`src/rtl/mem_port_arbiter.sv`:
```
// rtl/mem_port_arbiter.sv - shares one memory port between the IF and LS requesters
//
// Purpose: single-outstanding memory port arbiter. LS wins over IF unless IF
// has lost STARVE_LIMIT arbitrations in a row, in which case IF wins the next one.
// Each response is routed back to the requester that owns the transaction.
//
// Parameters:
//   STARVE_LIMIT  consecutive IF losses before IF is forced to win (0 = pure LS priority, 0..15)
//
// Optional build macro:
//   MEM_ARB_RESP_REG_EN  registers the response path (extra RESP state, +1 cycle latency)
//
// Ports:
//   clk, rst                       clock, synchronous active-high reset
//   if_req_valid/ready/addr        IF read request channel
//   if_resp_valid/rdata            IF read data (1-cycle pulse)
//   ls_req_valid/ready/wen/addr/wdata/wlen   LS request channel
//   ls_resp_valid/rdata            LS load data / store ack (rdata 0 for stores)
//   mem_req_valid/ready/wen/addr/wdata/wlen  downstream request channel
//   mem_resp_valid/rdata           downstream response

module mem_port_arbiter #(
    parameter int unsigned STARVE_LIMIT = 4
) (
    input  logic        clk,
    input  logic        rst,
    input  logic        if_req_valid,
    output logic        if_req_ready,
    input  logic [31:0] if_req_addr,
    output logic        if_resp_valid,
    output logic [31:0] if_resp_rdata,
    input  logic        ls_req_valid,
    output logic        ls_req_ready,
    input  logic        ls_req_wen,
    input  logic [31:0] ls_req_addr,
    input  logic [31:0] ls_req_wdata,
    input  logic [2:0]  ls_req_wlen,
    output logic        ls_resp_valid,
    output logic [31:0] ls_resp_rdata,
    output logic        mem_req_valid,
    input  logic        mem_req_ready,
    output logic        mem_req_wen,
    output logic [31:0] mem_req_addr,
    output logic [31:0] mem_req_wdata,
    output logic [2:0]  mem_req_wlen,
    input  logic        mem_resp_valid,
    input  logic [31:0] mem_resp_rdata
);

    localparam logic [3:0] LIMIT = 4'(STARVE_LIMIT);

    typedef enum logic [1:0] {
        S_IDLE  = 2'd0,
        S_ISSUE = 2'd1,
        S_WAIT  = 2'd2,
        S_RESP  = 2'd3
    } state_t;

    state_t      state_q;
    state_t      state_d;

    logic        owner_ls_q;
    logic        wen_q;
    logic [31:0] addr_q;
    logic [31:0] wdata_q;
    logic [2:0]  wlen_q;
    logic [3:0]  starve_q;

    logic        idle;
    logic        force_if;
    logic        ls_win;
    logic        if_win;
    logic        accept;

    assign idle     = (state_q == S_IDLE);
    // The guard only overrides LS when IF is actually asking.
    assign force_if = (LIMIT != 4'd0) && (starve_q == LIMIT) && if_req_valid;
    assign ls_win   = ls_req_valid && !force_if;
    assign if_win   = if_req_valid && !ls_win;
    assign accept   = idle && (ls_win || if_win);

`ifdef MEM_ARB_RESP_REG_EN
    logic [31:0] resp_data_q;
`endif

    // State register
    always_ff @(posedge clk) begin
        if (rst) begin
            state_q <= S_IDLE;
        end else begin
            state_q <= state_d;
        end
    end

    // Next-state logic
    always_comb begin
        state_d = state_q;
        case (state_q)
            S_IDLE: begin
                if (ls_win || if_win) begin
                    state_d = S_ISSUE;
                end
            end
            S_ISSUE: begin
                if (mem_req_ready) begin
                    state_d = S_WAIT;
                end
            end
            S_WAIT: begin
                if (mem_resp_valid) begin
`ifdef MEM_ARB_RESP_REG_EN
                    state_d = S_RESP;
`else
                    state_d = S_IDLE;
`endif
                end
            end
            default: state_d = S_IDLE;
        endcase
    end

    // Output logic; everything is held at 0 while rst is asserted.
    always_comb begin
        if_req_ready  = 1'b0;
        ls_req_ready  = 1'b0;
        if_resp_valid = 1'b0;
        if_resp_rdata = 32'd0;
        ls_resp_valid = 1'b0;
        ls_resp_rdata = 32'd0;
        mem_req_valid = 1'b0;
        mem_req_wen   = 1'b0;
        mem_req_addr  = 32'd0;
        mem_req_wdata = 32'd0;
        mem_req_wlen  = 3'd0;
        if (!rst) begin
            case (state_q)
                S_IDLE: begin
                    if_req_ready = if_win;
                    ls_req_ready = ls_win;
                end
                S_ISSUE: begin
                    mem_req_valid = 1'b1;
                    mem_req_wen   = wen_q;
                    mem_req_addr  = addr_q;
                    mem_req_wdata = wdata_q;
                    mem_req_wlen  = wlen_q;
                end
`ifdef MEM_ARB_RESP_REG_EN
                S_RESP: begin
                    if (owner_ls_q) begin
                        ls_resp_valid = 1'b1;
                        ls_resp_rdata = resp_data_q;
                    end else begin
                        if_resp_valid = 1'b1;
                        if_resp_rdata = resp_data_q;
                    end
                end
`else
                S_WAIT: begin
                    if (mem_resp_valid) begin
                        if (owner_ls_q) begin
                            ls_resp_valid = 1'b1;
                            ls_resp_rdata = wen_q ? 32'd0 : mem_resp_rdata;
                        end else begin
                            if_resp_valid = 1'b1;
                            if_resp_rdata = mem_resp_rdata;
                        end
                    end
                end
`endif
                default: ;
            endcase
        end
    end

    // Transaction latch and starvation counter
    always_ff @(posedge clk) begin
        if (rst) begin
            owner_ls_q <= 1'b0;
            wen_q      <= 1'b0;
            addr_q     <= 32'd0;
            wdata_q    <= 32'd0;
            wlen_q     <= 3'd0;
            starve_q   <= 4'd0;
        end else begin
            if (accept) begin
                owner_ls_q <= ls_win;
                if (ls_win) begin
                    wen_q   <= ls_req_wen;
                    addr_q  <= ls_req_addr;
                    wdata_q <= ls_req_wdata;
                    wlen_q  <= ls_req_wlen;
                end else begin
                    wen_q   <= 1'b0;
                    addr_q  <= if_req_addr;
                    wdata_q <= 32'd0;
                    wlen_q  <= 3'd0;
                end
            end
            if (idle) begin
                if (!if_req_valid || if_win) begin
                    starve_q <= 4'd0;
                end else if (ls_win && (starve_q != LIMIT)) begin
                    starve_q <= starve_q + 4'd1;
                end
            end
        end
    end

`ifdef MEM_ARB_RESP_REG_EN
    always_ff @(posedge clk) begin
        if (rst) begin
            resp_data_q <= 32'd0;
        end else if ((state_q == S_WAIT) && mem_resp_valid) begin
            resp_data_q <= (owner_ls_q && wen_q) ? 32'd0 : mem_resp_rdata;
        end
    end
`endif

endmodule

```
`config.mk`:
```
export PLATFORM = sky130hd
export DESIGN_NAME = mem_port_arbiter
export DESIGN_NICKNAME = d
export VERILOG_FILES = /design/src/rtl/mem_port_arbiter.sv
export SDC_FILE = /design/constraint.sdc
export NUM_CORES = 1
export LEC_CHECK = 0
export BUFFER_PORTS_ARGS = -buffer_cell sky130_fd_sc_hd__buf_2
export CAP_MARGIN = 20
export CORE_AREA = 2 2 108 110
export CTS_BUF_LIST = sky130_fd_sc_hd__clkbuf_2
export DETAILED_ROUTE_END_ITERATION = 8
export DIE_AREA = 0 0 110 112
export PLACE_DENSITY = 0.74
export SLEW_MARGIN = 20
export SYNTH_ARGS = -nofsm -noshare
export SYNTH_HDL_FRONTEND = slang
export SYNTH_SLANG_ARGS = --single-unit
```
`constraint.sdc`:
```
create_clock -name clk -period 1.8 [get_ports clk]
set_input_delay 0.09 -clock clk [delete_from_list [all_inputs] [get_ports clk]]
set_output_delay 0.09 -clock clk [all_outputs]
set_load 0.05 [all_outputs]
```
# Yosys cells after proc, flatten, opt, wreduce, memory -nomap -nowiden
# Index checks and enable logic that the tools add are counted.
# totals
memories	0
output_inout_bits	137
rom_bits	0
input_bits	138
ram_bits	0
regBits	75
latch_bits	0
# op_classes
n_eq_ne	7
bitwise	0
n_lt_le_gt_ge	0
n_mul	0
muxes	41
n_shift	0
addsub	1
div	0
reduce_logical	14
# op_table
op	n
$mux 32	15
$mux 1	17
$mux 3	3
$mux 4	2
$mux 2	3
$pmux 2 s3	1
$logic_and 1x1->1	5
$add 4x1->4 const B	1
$eq 4x3->1 const B	1
$ne 2x2->1 const B	2
$ne 4x3->1 const B	1
$logic_not 1->1	3
$reduce_and 3->1	1
$eq 2x1->1 const B	1
$eq 2x2->1 const B	1
$logic_not 2->1	1
$logic_or 1x1->1	2
$ne 2x1->1 const B	1
$reduce_and 2->1	1
$reduce_bool 2->1	1

# Longest topological paths before layout
# logic_depth
depth_word	9
depth_mapped	6
mapped_depth_nobuf	5

# Worst setup path after synthesis
# Ideal clock, no wire load.
# synth_path
path_type	register -> output
from	register starve_q[0]
to	output if_req_ready
path_slack_ns	-1.790
arrival_time_ns	3.500
stages_incl_launch_ff	6
required_ns	1.710
path_cell_list	dfxtp_1 > inv_1 > ha_1 > nand4b_1 > clkbuf_1 > a2111oi_0
# synth_via
elab_chain_cells	8
# synth_rtl
item	line_no	text
from (decl)	67	logic [3:0] starve_q;
from (signal assigned)	204	starve_q <= starve_q + 4'd1;
$eq 4x3->1	77	assign force_if = (LIMIT != 4'd0) && (starve_q == LIMIT) && if_req_valid;
$logic_and 1x1->1	77	
$logic_not 1->1	78	assign ls_win = ls_req_valid && !force_if;
$logic_and 1x1->1	78	
$logic_not 1->1	79	assign if_win = if_req_valid && !ls_win;
$logic_and 1x1->1	79	
$mux 1	136	case (state_q)
$mux 1	135	if (!rst) begin
to (decl)	28	output logic if_req_ready,
# No other way between the ends.

# Worst setup path in the final report
# layout_path
from	register state_q[0]
to	output if_resp_rdata[26]
# layout_via
elab_chain_cells	3
# layout_rtl
item	line_no	text
from (decl)	59	state_t state_q;
from (signal assigned)	91	state_q <= state_d;
$eq 2x2->1	136	
$mux 32	136	
$mux 32	135	
to (decl)	31	output logic [31:0] if_resp_rdata,
# No other way between the ends.

==> run metrics <==
Synth async-reset ratio 0%; number of global-route vias before repair slightly above 6000; count of buffers from port buffering approximately 270; Crit Path Class flop to output port; pin count of the biggest net entering global routing 50; Final Max Slew Viols 0; CP required about 1.7 ns; Post-synth EDFFs 0; Worst Clk Skew slightly above 0.04 ns; sequential area share after synthesis 35.0%; worst-margin pin slew between 0.6 and 0.7 ns; Hold Crit Class input pin to flop; H-Tree Depth 3; Worst-path clk slew approximately 0.2 ns; Residual DRC 0; Die H around 110 µm; commonest cells after routing, fill and taps aside buf_2 (137), dlygate4sd3_1 (103), buf_8 (74); Worst setup EP type output port; Die X between 100 and 150 µm; share of the synthesized area in the top cell type roughly a third; Root Buffer clkbuf_2; setup violators final about 140; R2R depth 8; area leader, netlist dfxtp_1; Critical Path AT around 2.1 ns; Slew Limit Headroom 53.9%; most common cell after layout, fill and taps aside buf_2; Num CTS Buffers 9; Synth Instances 560; buffers from clock root to sink, at most 2; global route overflow 0; CP Buf/Inv Count 3; overall routed net length 22.3 mm; slowest CP cell or3b_4; starting density of the core 38.3%; Final Critical Period 2.21 ns; WP depth 6; vias per cell 5.82; FILL cells between 600 and 700; CTS Sinks 75; initial antenna violation count 4; Detail Route Antenna Nets 0; Synth Flop Type dfxtp_1; hpwl dp ~10 mm; RSZ-0062 raised after global routing yes; CP Max Fanout 16; crit-path max cell delay between 0.4 and 0.5 ns; Mean Syn Cell Area roughly 7.7 µm²; Top Family by Delay on Critical Path simple AND/OR/NAND/NOR gates; total track usage about a third; Pre-antenna DRT Iters 5; Ys Warns 0; syn nets 700; nature of the critical path startpoint flop; f_max around 450 MHz; internal reg-to-reg setup slack around 0.08 ns; final hold violation count 0; Synth cell types 30; Power Total 4.43 mW; GPL Wtd Cong 0.834; top cells by area, synth dfxtp_1 (35%), and2_1 (19%), a21oi_1 (8.5%); Synth Cell Area roughly 0.0043 mm²; core area 0.0112 mm²; max_cap viols 0; LEAKAGE between 3 and 4 nW; status complete, but fails checks; first-pass GRT wire length between 30 and 40 mm; most frequent CP cell buf_6; pwr/cell area 504 mW/mm²; clock latency on the worst-skew pair ~0.55 ns; layout cells sized above 1 46.4%; Hold Path Cell Cnt 4; Layout area overhead 105%; Iter 0 DRT Violations 608; IR drop worst, VDD between 0.4 and 0.5 mV; CTS tree done; worst slack, placed roughly 0.069 ns; DR vias 6279; Seq cells post-synth 75; die area roughly 0.012 mm²; crit-path cells or3b_4, nor3b_4, buf_6, buf_16, and2_1, buf_6; violated checks negative setup slack; Final Worst Setup Slack -0.407 ns; wire per inst just over 20 µm; crit share post-route 123%; Ports 275; Final Net Count roughly 1100; Rows 39
-- synth_stat cells (2+ instances only) --
| master | count |
|---|---|
| nand4b_1 | 4 |
| buf_2 | 12 |
| nor2_1 | 6 |
| and2_1 | 133 |
| nand3_1 | 35 |
| inv_1 | 4 |
| nand3b_1 | 2 |
| ha_1 | 2 |
| a311oi_1 | 32 |
| clkbuf_1 | 49 |
| o21ai_0 | 69 |
| buf_6 | 3 |
| nand4_1 | 38 |
| dfxtp_1 | 75 |
| nand2_1 | 6 |
| a31oi_1 | 2 |
| clkbuf_2 | 3 |
| a21oi_1 | 73 |
-- path summary, 6_finish.rpt --
path	startpoint	endpoint
hold reg to reg	wdata_q[28]$_SDFFE_PP0P_	wdata_q[28]$_SDFFE_PP0P_
setup reg to reg	starve_q[1]$_SDFFE_PP0P_	addr_q[16]$_SDFFE_PP0P_
setup / recovery	state_q[0]$_SDFFE_PP0P_	if_resp_rdata[26]
hold / removal	if_req_valid	starve_q[0]$_SDFFE_PP0P_
-- registers in the layout, indices dropped and copies added (netlist names) --
signal,flops
wen_q,1
owner_ls_q,1
state_q,2
starve_q,4
wlen_q,3
wdata_q,32
addr_q,32
-- repair_timing --
action | CTS | global route
endpoints found under the hold margin | 71 | 0
cloned | 6 | 3
endpoints found under the setup margin | 137 | 145
resized for setup | 312 | 133
hold buffers | 103 | 0
pin swaps | 7 | 34
buffers inserted | 13 | 4
-- cell type report --
type / instances / area, µm² / share of cell area, %
Timing Repair Buffer: 423 / 4210 / 47.9
Clock buffer: 10 / 50.0 / 0.569
Tap cell: 143 / 179 / 2.03
Antenna cell: 4 / 10.0 / 0.114
Clock inverter: 6 / 80.1 / 0.911
Inverter: 4 / 15.0 / 0.171
Multi-Input combinational cell: 413 / 2740 / 31.2
Sequential cell: 75 / 1510 / 17.1
-- routing by layer --
metal / GRT usage (%) / up-vias / share of wire, %
met3: 7.44 / 140 / 8.3
met4: 22.6 / 0 / 7.0
met2: 53.4 / 470 / 49
met5: 0 / - / 0
li1: - / 2748 / -
met1: 36.7 / 2921 / 35
-- worst register-to-register path: cells and delay by family, from the launching register on --
kind | cells | cell delay, ns
buf+inv | 4 | 0.48
flops | 1 | 0.38
compound gates | 1 | 0.32
simple gates | 2 | 0.31
fa+ha+maj | 1 | 0.15
-- power breakdown --
part | internal (mW) | leakage [nW] | switching, mW
Combinational | 0.682 | 3.12 | 0.777
Clock | 0.454 | 0.0770 | 0.637
Sequential | 1.81 | 0.620 | 0.0755
Total | 2.94 | 3.81 | 1.49
-- through the flow --
stage                     hold slack, ns  cells  setup TNS (ns)  util (%)  instance area (µm²)
after global placement             0.364    929               0      52.3                 5850
after detailed placement           0.371    929               0      52.3                 5850
final                             0.0715   1078          -38.75      78.7                 8790
after floorplan                    0.252    560         -0.0874         -                 4320
after global routing             0.00822   1078          -55.38      78.7                 8790
after CTS                         0.0263   1067          -38.95      73.9                 8260
-- cell families (layout without fill, tap and decap cells) --
family	after synthesis	in the layout	synth area share, %
AOI/OAI and AO/OA	177	177	23.6
and+or+nand+nor	234	234	33.5
other	0	4	0
DFF	75	75	35.0
adders and majority gates	2	2	0.584
buffers and inverters	72	443	7.27
(Power assumes the default switching activity.)
